**src/rtl/sprite_pkg.sv**
```systemverilog
// Shared types and constants for the sprite frame scheduler.
// Descriptor layout is common to the table and the sequencer.
package sprite_pkg;

  localparam int NUM_SPRITES = 16;
  localparam int SPR_PIXELS  = 256;
  localparam int CORDW       = 10;
  localparam int SPR_IDW     = 4;

  typedef struct packed {
    logic [CORDW-1:0]   x;
    logic [CORDW-1:0]   y;
    logic [7:0]         scale;
    logic [SPR_IDW-1:0] id;
    logic               valid;
  } sprite_desc_t;

  typedef enum logic [2:0] {
    IDLE,
    COMMIT,
    SCAN,
    RUN,
    DONE
  } sched_state_t;

endpackage

```
**src/rtl/sprite_table.sv**
```systemverilog
// Double-buffered sprite descriptor table: host writes the shadow,
// commit copies it to the active copy read by the sequencer.
module sprite_table
  import sprite_pkg::*;
#(
  parameter int DEPTH = 16,
  localparam int IDXW = $clog2(DEPTH)
) (
  input  logic            clk,
  input  logic            rst_n,
  input  logic            we,
  input  logic [IDXW-1:0] widx,
  input  sprite_desc_t    wdata,
  input  logic            commit,
  input  logic [IDXW-1:0] ridx,
  output sprite_desc_t    rdata
);

  sprite_desc_t shadow_q [DEPTH];
  sprite_desc_t active_q [DEPTH];

  always_ff @(posedge clk or negedge rst_n) begin
    if (!rst_n) begin
      for (int i = 0; i < DEPTH; i++)
        shadow_q[i] <= '0;
    end else if (we) begin
      shadow_q[widx] <= wdata;
    end
  end

  // Copy sees the pre-write shadow, so a same-cycle write waits a frame
  always_ff @(posedge clk or negedge rst_n) begin
    if (!rst_n) begin
      for (int i = 0; i < DEPTH; i++)
        active_q[i] <= '0;
    end else if (commit) begin
      active_q <= shadow_q;
    end
  end

  assign rdata = active_q[ridx];

endmodule

```
**src/rtl/sprite_scheduler.sv**
```systemverilog
// Per-frame sequencer: commits the sprite table and runs the
// single renderer once per drawable entry, in index order.
module sprite_scheduler #(
  parameter int NUM_SPRITES = 16,
  parameter int CORDW       = 10,
  parameter int SPR_IDW     = 4,
  parameter int SPR_PIXELS  = 256,
  localparam int IDXW  = $clog2(NUM_SPRITES),
  localparam int PIXW  = $clog2(SPR_PIXELS),
  localparam int BASEW = SPR_IDW + PIXW
) (
  input  logic               clk,
  input  logic               rst_n,
  input  logic               frame_start,
  input  logic               cfg_we,
  input  logic [IDXW-1:0]    cfg_idx,
  input  logic [CORDW-1:0]   cfg_x,
  input  logic [CORDW-1:0]   cfg_y,
  input  logic [7:0]         cfg_scale,
  input  logic [SPR_IDW-1:0] cfg_id,
  input  logic               cfg_valid,
  input  logic               rend_finished,
  output logic               rend_rst,
  output logic               rend_enable,
  output logic [CORDW-1:0]   rend_sx,
  output logic [CORDW-1:0]   rend_sy,
  output logic [7:0]         rend_scale,
  output logic [BASEW-1:0]   rend_base,
  output logic [IDXW-1:0]    cur_idx,
  output logic               busy,
  output logic               frame_done,
  output logic               overrun
);

  import sprite_pkg::*;

  sched_state_t state_q, state_d;
  sprite_desc_t wdata, desc;
  logic commit, load, idx_inc, idx_clr;
  logic last, drawable;

  assign wdata = '{
    x:     cfg_x,
    y:     cfg_y,
    scale: cfg_scale,
    id:    cfg_id,
    valid: cfg_valid
  };

  sprite_table #(
    .DEPTH (NUM_SPRITES)
  ) u_table (
    .clk    (clk),
    .rst_n  (rst_n),
    .we     (cfg_we),
    .widx   (cfg_idx),
    .wdata  (wdata),
    .commit (commit),
    .ridx   (cur_idx),
    .rdata  (desc)
  );

  assign last     = (cur_idx == IDXW'(NUM_SPRITES - 1));
  assign drawable = desc.valid && (desc.scale != 8'd0);

  always_comb begin
    state_d = state_q;
    commit  = 1'b0;
    load    = 1'b0;
    idx_inc = 1'b0;
    idx_clr = 1'b0;
    unique case (state_q)
      IDLE: begin
        if (frame_start)
          state_d = COMMIT;
      end
      COMMIT: begin
        commit  = 1'b1;
        idx_clr = 1'b1;
        state_d = SCAN;
      end
      SCAN: begin
        if (drawable) begin
          load    = 1'b1;
          state_d = RUN;
        end else if (last) begin
          state_d = DONE;
        end else begin
          idx_inc = 1'b1;
        end
      end
      RUN: begin
        if (rend_finished) begin
          if (last) begin
            state_d = DONE;
          end else begin
            idx_inc = 1'b1;
            state_d = SCAN;
          end
        end
      end
      DONE: state_d = IDLE;
      default: state_d = IDLE;
    endcase
  end

  always_ff @(posedge clk or negedge rst_n) begin
    if (!rst_n) begin
      state_q <= IDLE;
    end else begin
      state_q <= state_d;
    end
  end

  always_ff @(posedge clk or negedge rst_n) begin
    if (!rst_n) begin
      cur_idx <= '0;
    end else if (idx_clr) begin
      cur_idx <= '0;
    end else if (idx_inc) begin
      cur_idx <= cur_idx + 1'b1;
    end
  end

  always_ff @(posedge clk or negedge rst_n) begin
    if (!rst_n) begin
      rend_sx    <= '0;
      rend_sy    <= '0;
      rend_scale <= '0;
      rend_base  <= '0;
    end else if (load) begin
      rend_sx    <= desc.x;
      rend_sy    <= desc.y;
      rend_scale <= desc.scale;
      rend_base  <= BASEW'(desc.id) << PIXW;
    end
  end

  // Status flops follow the next state so they line up with state_q
  always_ff @(posedge clk or negedge rst_n) begin
    if (!rst_n) begin
      rend_rst    <= 1'b1;
      rend_enable <= 1'b0;
      busy        <= 1'b0;
      frame_done  <= 1'b0;
      overrun     <= 1'b0;
    end else begin
      rend_rst    <= (state_d != RUN);
      rend_enable <= (state_d == RUN);
      busy        <= (state_d != IDLE);
      frame_done  <= (state_d == DONE);
      overrun     <= frame_start && (state_q != IDLE);
    end
  end

endmodule

```
**config.mk**
```make
export PLATFORM = sky130hd
export DESIGN_NAME = sprite_scheduler
export DESIGN_NICKNAME = d
export VERILOG_FILES = /design/src/rtl/sprite_pkg.sv /design/src/rtl/sprite_table.sv /design/src/rtl/sprite_scheduler.sv
export SDC_FILE = /design/constraint.sdc
export NUM_CORES = 2
export LEC_CHECK = 0
export ABC_AREA = 1
export CAP_MARGIN = 10
export CORE_MARGIN = 5
export CORE_UTILIZATION = 35
export DETAILED_ROUTE_END_ITERATION = 10
export PLACE_DENSITY_LB_ADDON = 0.2
export SLEW_MARGIN = 20
export SYNTH_ARGS = -nofsm -noshare
export SYNTH_HDL_FRONTEND = slang
export SYNTH_SLANG_ARGS = --single-unit
```
**constraint.sdc**
```tcl
create_clock -name clk -period 1.8 [get_ports clk]
set_input_delay 0.36 -clock clk [delete_from_list [all_inputs] [get_ports clk]]
set_output_delay 0.36 -clock clk [all_outputs]
set_load 0.02 [all_outputs]
```
* Word-level counts from Yosys, hierarchy flattened
Cells that the tools add are included.
** Word-level totals
- Register bits after elaboration :: 1100
- Input port bits :: 42
- Output and inout bits :: 49
- Logic and storage cells :: 213
** Operators by class
- Add/sub/neg operators :: 1
- $lt $le $gt $ge :: 3
- Equal/unequal tests :: 7
- Mux-type cells :: 21
- Bitwise gates (word level) :: 2
- Reduce and logical (&&, ||, !) cells :: 8
** Operators by type and width (count)
- $bwmux W528 :: 1
- $bmux W33 S4 :: 1
- $demux W33 S4 :: 1
- $mux W33 :: 3
- $mux W3 :: 5
- $pmux W3 S4 :: 1
- $ge A5 B5 Y1 const B :: 2
- $not A4 Y5 :: 2
- $eq A3 B2 Y1 const B :: 3
- $mux W4 :: 2
- $reduce_bool A8 Y1 :: 1
- $mux W1 :: 6
- $reduce_bool A3 Y1 :: 2
- $lt A5 B1 Y1 const B :: 1
- $add A4 B1 Y4 const B :: 1
- $eq A4 B4 Y1 const B :: 1
- $eq A3 B1 Y1 const B :: 1
- $eq A3 B3 Y1 const B :: 1
- $logic_and A1 B1 Y1 :: 3
- $logic_not A3 Y1 :: 1
- $ne A3 B2 Y1 const B :: 1
- $pmux W1 S2 :: 1
- $reduce_bool A2 Y1 :: 1

* Depth between registers and ports, before layout
- Depth after elaboration :: 10
- Depth in mapped cells :: 18
- Depth with buffers taken out :: 14

* Hierarchy
From an unflattened synthesis, not the netlist that was laid out.
** Second synthesis, totals
- Cell total of the unflattened synthesis :: 5372
- Area total of the unflattened synthesis :: 45850.2 um^2
** Modules (own cells, without submodules)
- sprite_table :: times used 1, cells an instance 5155, area an instance 43870.8 um^2
- sprite_scheduler :: times used 1, cells an instance 217, area an instance 1979.4 um^2

* Worst setup path after synthesis
OpenSTA, ideal clock, no wires.
- Path kind :: register to register
- Start point :: register cur_idx[0]
- End point :: register rend_scale[4]
- Library setup time :: 126 ps
- Arrival :: 1906 ps
- Data required time :: 1674 ps
- Path slack :: -232 ps
- Cell stages (with the launch flop) :: 18
- Buffers on the path :: 5
- Clock period less this slack :: 2032 ps
- Cells stage by stage :: dfrtp_1 -> buf_4 -> buf_6 -> buf_4 -> nand2_1 -> nand3_1 -> nand3_1 -> nand3_1 -> nand2_1 -> inv_2 -> nand2_1 -> nor2_1 -> nand2_1 -> nand3_2 -> buf_6 -> buf_6 -> nand2_1 -> o21ai_0
** On the way
- Cells in the longest elaborated chain, start to end :: 8
** RTL lines
- start: declaration :: RTL line sprite_scheduler.sv:29 : output logic [IDXW-1:0] cur_idx,
- start signal: assignment :: RTL line sprite_scheduler.sv:121 : cur_idx <= cur_idx + 1'b1;
- $not A4 Y5 (not written as such) (*) :: RTL line sprite_table.sv:41 : assign rdata = active_q[ridx];
- $bmux W33 S4 (*) :: RTL line sprite_table.sv:41
- $mux W33 (not written as such) (*) (2 in series) :: RTL line sprite_table.sv:41
- $reduce_bool A8 Y1 :: RTL line sprite_scheduler.sv:64 : assign drawable = desc.valid && (desc.scale != 8'd0);
- $logic_and A1 B1 Y1 :: RTL line sprite_scheduler.sv:64
- $mux W1 :: RTL line sprite_scheduler.sv:83 : if (drawable) begin
- $mux W1 :: RTL line sprite_scheduler.sv:72 : unique case (state_q)
- end signal: assignment :: RTL line sprite_scheduler.sv:134 : rend_scale <= desc.scale;
- end: declaration :: RTL line sprite_scheduler.sv:27 : output logic [7:0] rend_scale,
Every way passes the cells marked *; elsewhere a longest branch is shown, timed or not. The select of a mux whose other input is x is not followed.
A chain may end at the register's enable or synchronous reset.

* Worst setup path in the final report
- Start point :: register cur_idx[0]
- End point :: register rend_sx[5]
** On the way
- Cells in the longest elaborated chain, start to end :: 8
** RTL lines
- $not A4 Y5 (not written as such) (*) :: RTL line sprite_table.sv:41
- $bmux W33 S4 (*) :: RTL line sprite_table.sv:41
- $mux W33 (not written as such) (*) (2 in series) :: RTL line sprite_table.sv:41
- $reduce_bool A8 Y1 :: RTL line sprite_scheduler.sv:64
- $logic_and A1 B1 Y1 :: RTL line sprite_scheduler.sv:64
- $mux W1 :: RTL line sprite_scheduler.sv:83
- $mux W1 :: RTL line sprite_scheduler.sv:72
- end signal: assignment :: RTL line sprite_scheduler.sv:132 : rend_sx <= desc.x;
- end: declaration :: RTL line sprite_scheduler.sv:25 : output logic [CORDW-1:0] rend_sx,
Marks and branches as above.

==> reports/results.txt <==
Worst Setup Slack, final: -0.508 ns
Relative slew slack: 63.8%
Final period util: 128%
Cell Rows: 131
Worst-Margin Slew: 0.542 ns
Switching share of total power: 35.8%
Port Buf Inserts: 82
Initial core utilization: 35.3%
P_leak: 26.7 nW
Total CTS buffers: 116
Power Total: 93.7 mW
Nets@finish: 5,385
Synth Area in XOR/XNOR: 0%
Largest net degree at the start of global routing: 84
Synth warn: 0
Commonest non-fill, non-tap cell in the layout: nand2_1
FF/Latch Area: 27,500 µm²
Sequential area share after synthesis: 61.1%
Antenna Nets Post-Route: 0
Adder-cell area share of the yosys netlist: 0.0278%
Total gr overflow: 0
Compound-cell area share of the yosys netlist: 14.8%
GP Congestion: 0.804
Post-synth top flop: dfrtp_1
Crit path time final: 2.31 ns
Mux share of post-synthesis cell area: 0%
IO Pins: 91
Total Routing Usage GR: 19.8%
Largest family of logic cells by synthesized area: simple AND/OR/NAND/NOR gates
CTS tree: done
Slowest CP cell: dfrtp_4
First-pass GRT wire length: 210,000 µm
DR iter-0 viols: 3,027
Clock buffer depth: 3
Vias: 35,200
Layout Area Growth over Synthesis: 23.5%
DRC errors left: 0
Clk slew on worst S/H paths: 0.06 ns
Area leader, netlist: dfrtp_1
Initial antenna violation count: 7
Die Wd: 369 µm
# clock sinks: 1,100
Placed cell count: 6,847
Worst Setup End Kind: flip-flop
Pre-antenna DRT Iters: 5
CP most frequent cell: nand2_2
Synth Instances: 5,148
FILL cells: 12,500
Vias per cell: 4.96
Switch Pwr: 33.6 mW
Min-delay worst type: input port to asynchronous set/reset pin
Multi-input gate area: 15,000 µm²
DP HPWL: 87,300 µm
Clock power frac: 26.5%
Critical path class: flip-flop to flip-flop
CP startpoint kind: flip-flop
Failing checks: setup timing
Combinational fraction of design power: 34.8%
Mapped Area: 45,100 µm²
Final Non-Filler Cells: 7,102
Crit path max fanout: 7
Status: complete, but fails checks
Die Height: 369 µm
WHS: 0.185 ns
Slowest stage delay, CP: 0.46 ns
Root Buffer: clkbuf_16
Routed WL: 137,000 µm
Final Setup Violations: 46
Simple-gate area share of the yosys netlist: 17.2%
Power density cells: 1680 nW/µm²
Fin util: 43.6%
Mean Syn Cell Area: 8.75 µm²
Latest clock arrival within the worst-skew pair: 0.70 ns
Worst vdd ir: 0.000863 V
Total die area: 136,000 µm²
Share of the synthesized area in the top cell type: 61.0%
Core footprint: 128,000 µm²
Fin. Hold Viols: 0
Worst Skew: 0.0230 ns
Critical-path cell list: buf_12 > clkinv_16 > buf_12 > nand2_2 > nand3_2 > nand3_1 > nand3_1 > nand2_2 > inv_2 > nand2_2 > nor2_1 > nand2_1 > nand3_4 > buf_8 > clkbuf_16 > nand2_1 > o21ai_1
Htree depth: 3
Final Max Tran Viols: 0
MaxCap Viol Count: 0
Largest cells by area after synthesis: dfrtp_1 (61%), nand2_1 (14%), o21ai_0 (10%)
EDFF count, synth: 0
Netlist cell types: 29
RSZ-0062 raised after global routing: yes
CP arrival: 2.88 ns
Setup WS pre-CTS: -0.468 ns
Wire per inst: 19.3 µm
Vias in the first global route: 34,200
Reg2reg setup slack: -0.51 ns
Layout cells sized above 1: 13.7%
Internal: 60.1 mW
Number of synthesized register bits: 1,100
Critical path required time: 2.37 ns
Reg power frac: 38.6%
Post-synth ARST share: 100%
Commonest cells after routing, fill and taps aside: nand2_1 (1,592), dfrtp_1 (1,093), o21ai_0 (940)
Achievable Freq: 433 MHz
[critical path: cells and delay by family (launching register included)]
kind,cells,cell delay (ns)
buf+inv,6,0.85
simple gates,10,0.77
flops,1,0.46
compound gates,1,0.06
[flip-flops by register name, indices dropped and copies added (netlist names)]
name / cells
rend_rst: 1
rend_enable: 1
u_table.active_q: 528
state_q: 3
u_table.shadow_q: 528
cur_idx: 4
rend_base: 4
overrun: 1
rend_sx: 10
rend_scale: 8
busy: 1
rend_sy: 10
frame_done: 1
[through the flow]
step           instance area, µm²  TNS [ns]
2_1_floorplan               45100     -5.24
3_3_place_gp                50600    -71.08
3_5_place_dp                50600    -76.98
4_1_cts                     55000    -16.38
5_1_grt                     55600    -25.00
6_report                    55600    -19.57
[kinds of logic (layout without fill, tap and decap cells)]
logic type	after synthesis	in the layout
simple gates	2010	2010
compound gates	1262	1262
flops	1100	1100
buf+inv	774	1057
fa+ha+maj	1	1
other cells	1	10
[layer usage]
layer  global-route usage (%)  routed length [µm]  up-vias
met1                     29.5               66000    17400
met3                     3.15                7010      197
li1                         -                   -    16900
met2                     30.3               60800      743
met5                        0                  15        -
met4                     4.69                3240        2
[power groups by stage]
stage / clock (mW) / sequential, mW / combinational [mW]
floorplan: 0 / 35.8 / 17.4
global placement: 0 / 36.4 / 28.7
detailed placement: 0 / 36.5 / 29.2
CTS: 25.4 / 36.2 / 30.8
global route: 26.4 / 37.0 / 36.5
finish: 24.9 / 36.2 / 32.6
[final cells by class]
| class | count | area share [%] |
|---|---|---|
| Sequential cell | 1100 | 49.5 |
| Multi-Input combinational cell | 3281 | 27.0 |
| Timing Repair Buffer | 453 | 9.88 |
| Clock buffer | 168 | 5.93 |
| Tap cell | 1662 | 3.74 |
| Inverter | 387 | 2.68 |
| Clock inverter | 46 | 1.12 |
| Timing Repair inverter | 3 | 0.0810 |
| Antenna cell | 2 | 0.00900 |
[cell usage after synthesis, drive strengths merged (2+ instances only)]
cell	count
nand2	1658
o311ai	38
nor3	5
clkinv	2
nand3	141
o211ai	9
buf	70
a21oi	192
o21ai	973
clkbuf	317
o22ai	2
nor2	204
inv	385
o221ai	46
dfrtp	1099
[what timing repair did]
item | 4_1_cts | 5_1_grt
pin swaps | 11 | 38
cloned | 11 | 8
hold endpoints to repair | 308 | 0
setup endpoints to repair | 83 | 74
hold buffers | 1 | 0
buffers inserted | 11 | 10
resized for setup | 178 | 128
[worst paths after layout]
path | startpoint | endpoint | depth (start not counted)
setup / recovery | cur_idx[0] | rend_sx[5] | 17
hold / removal | rst_n | u_table.active_q[506] | 2
setup reg to reg | cur_idx[0] | rend_sx[5] | 17
hold reg to reg | u_table.active_q[395] | u_table.active_q[395] | 2
max in group asynchronous | rst_n | u_table.active_q[91] | 4
min in group clk | frame_start | overrun | 3
(Power assumes the default switching activity.)
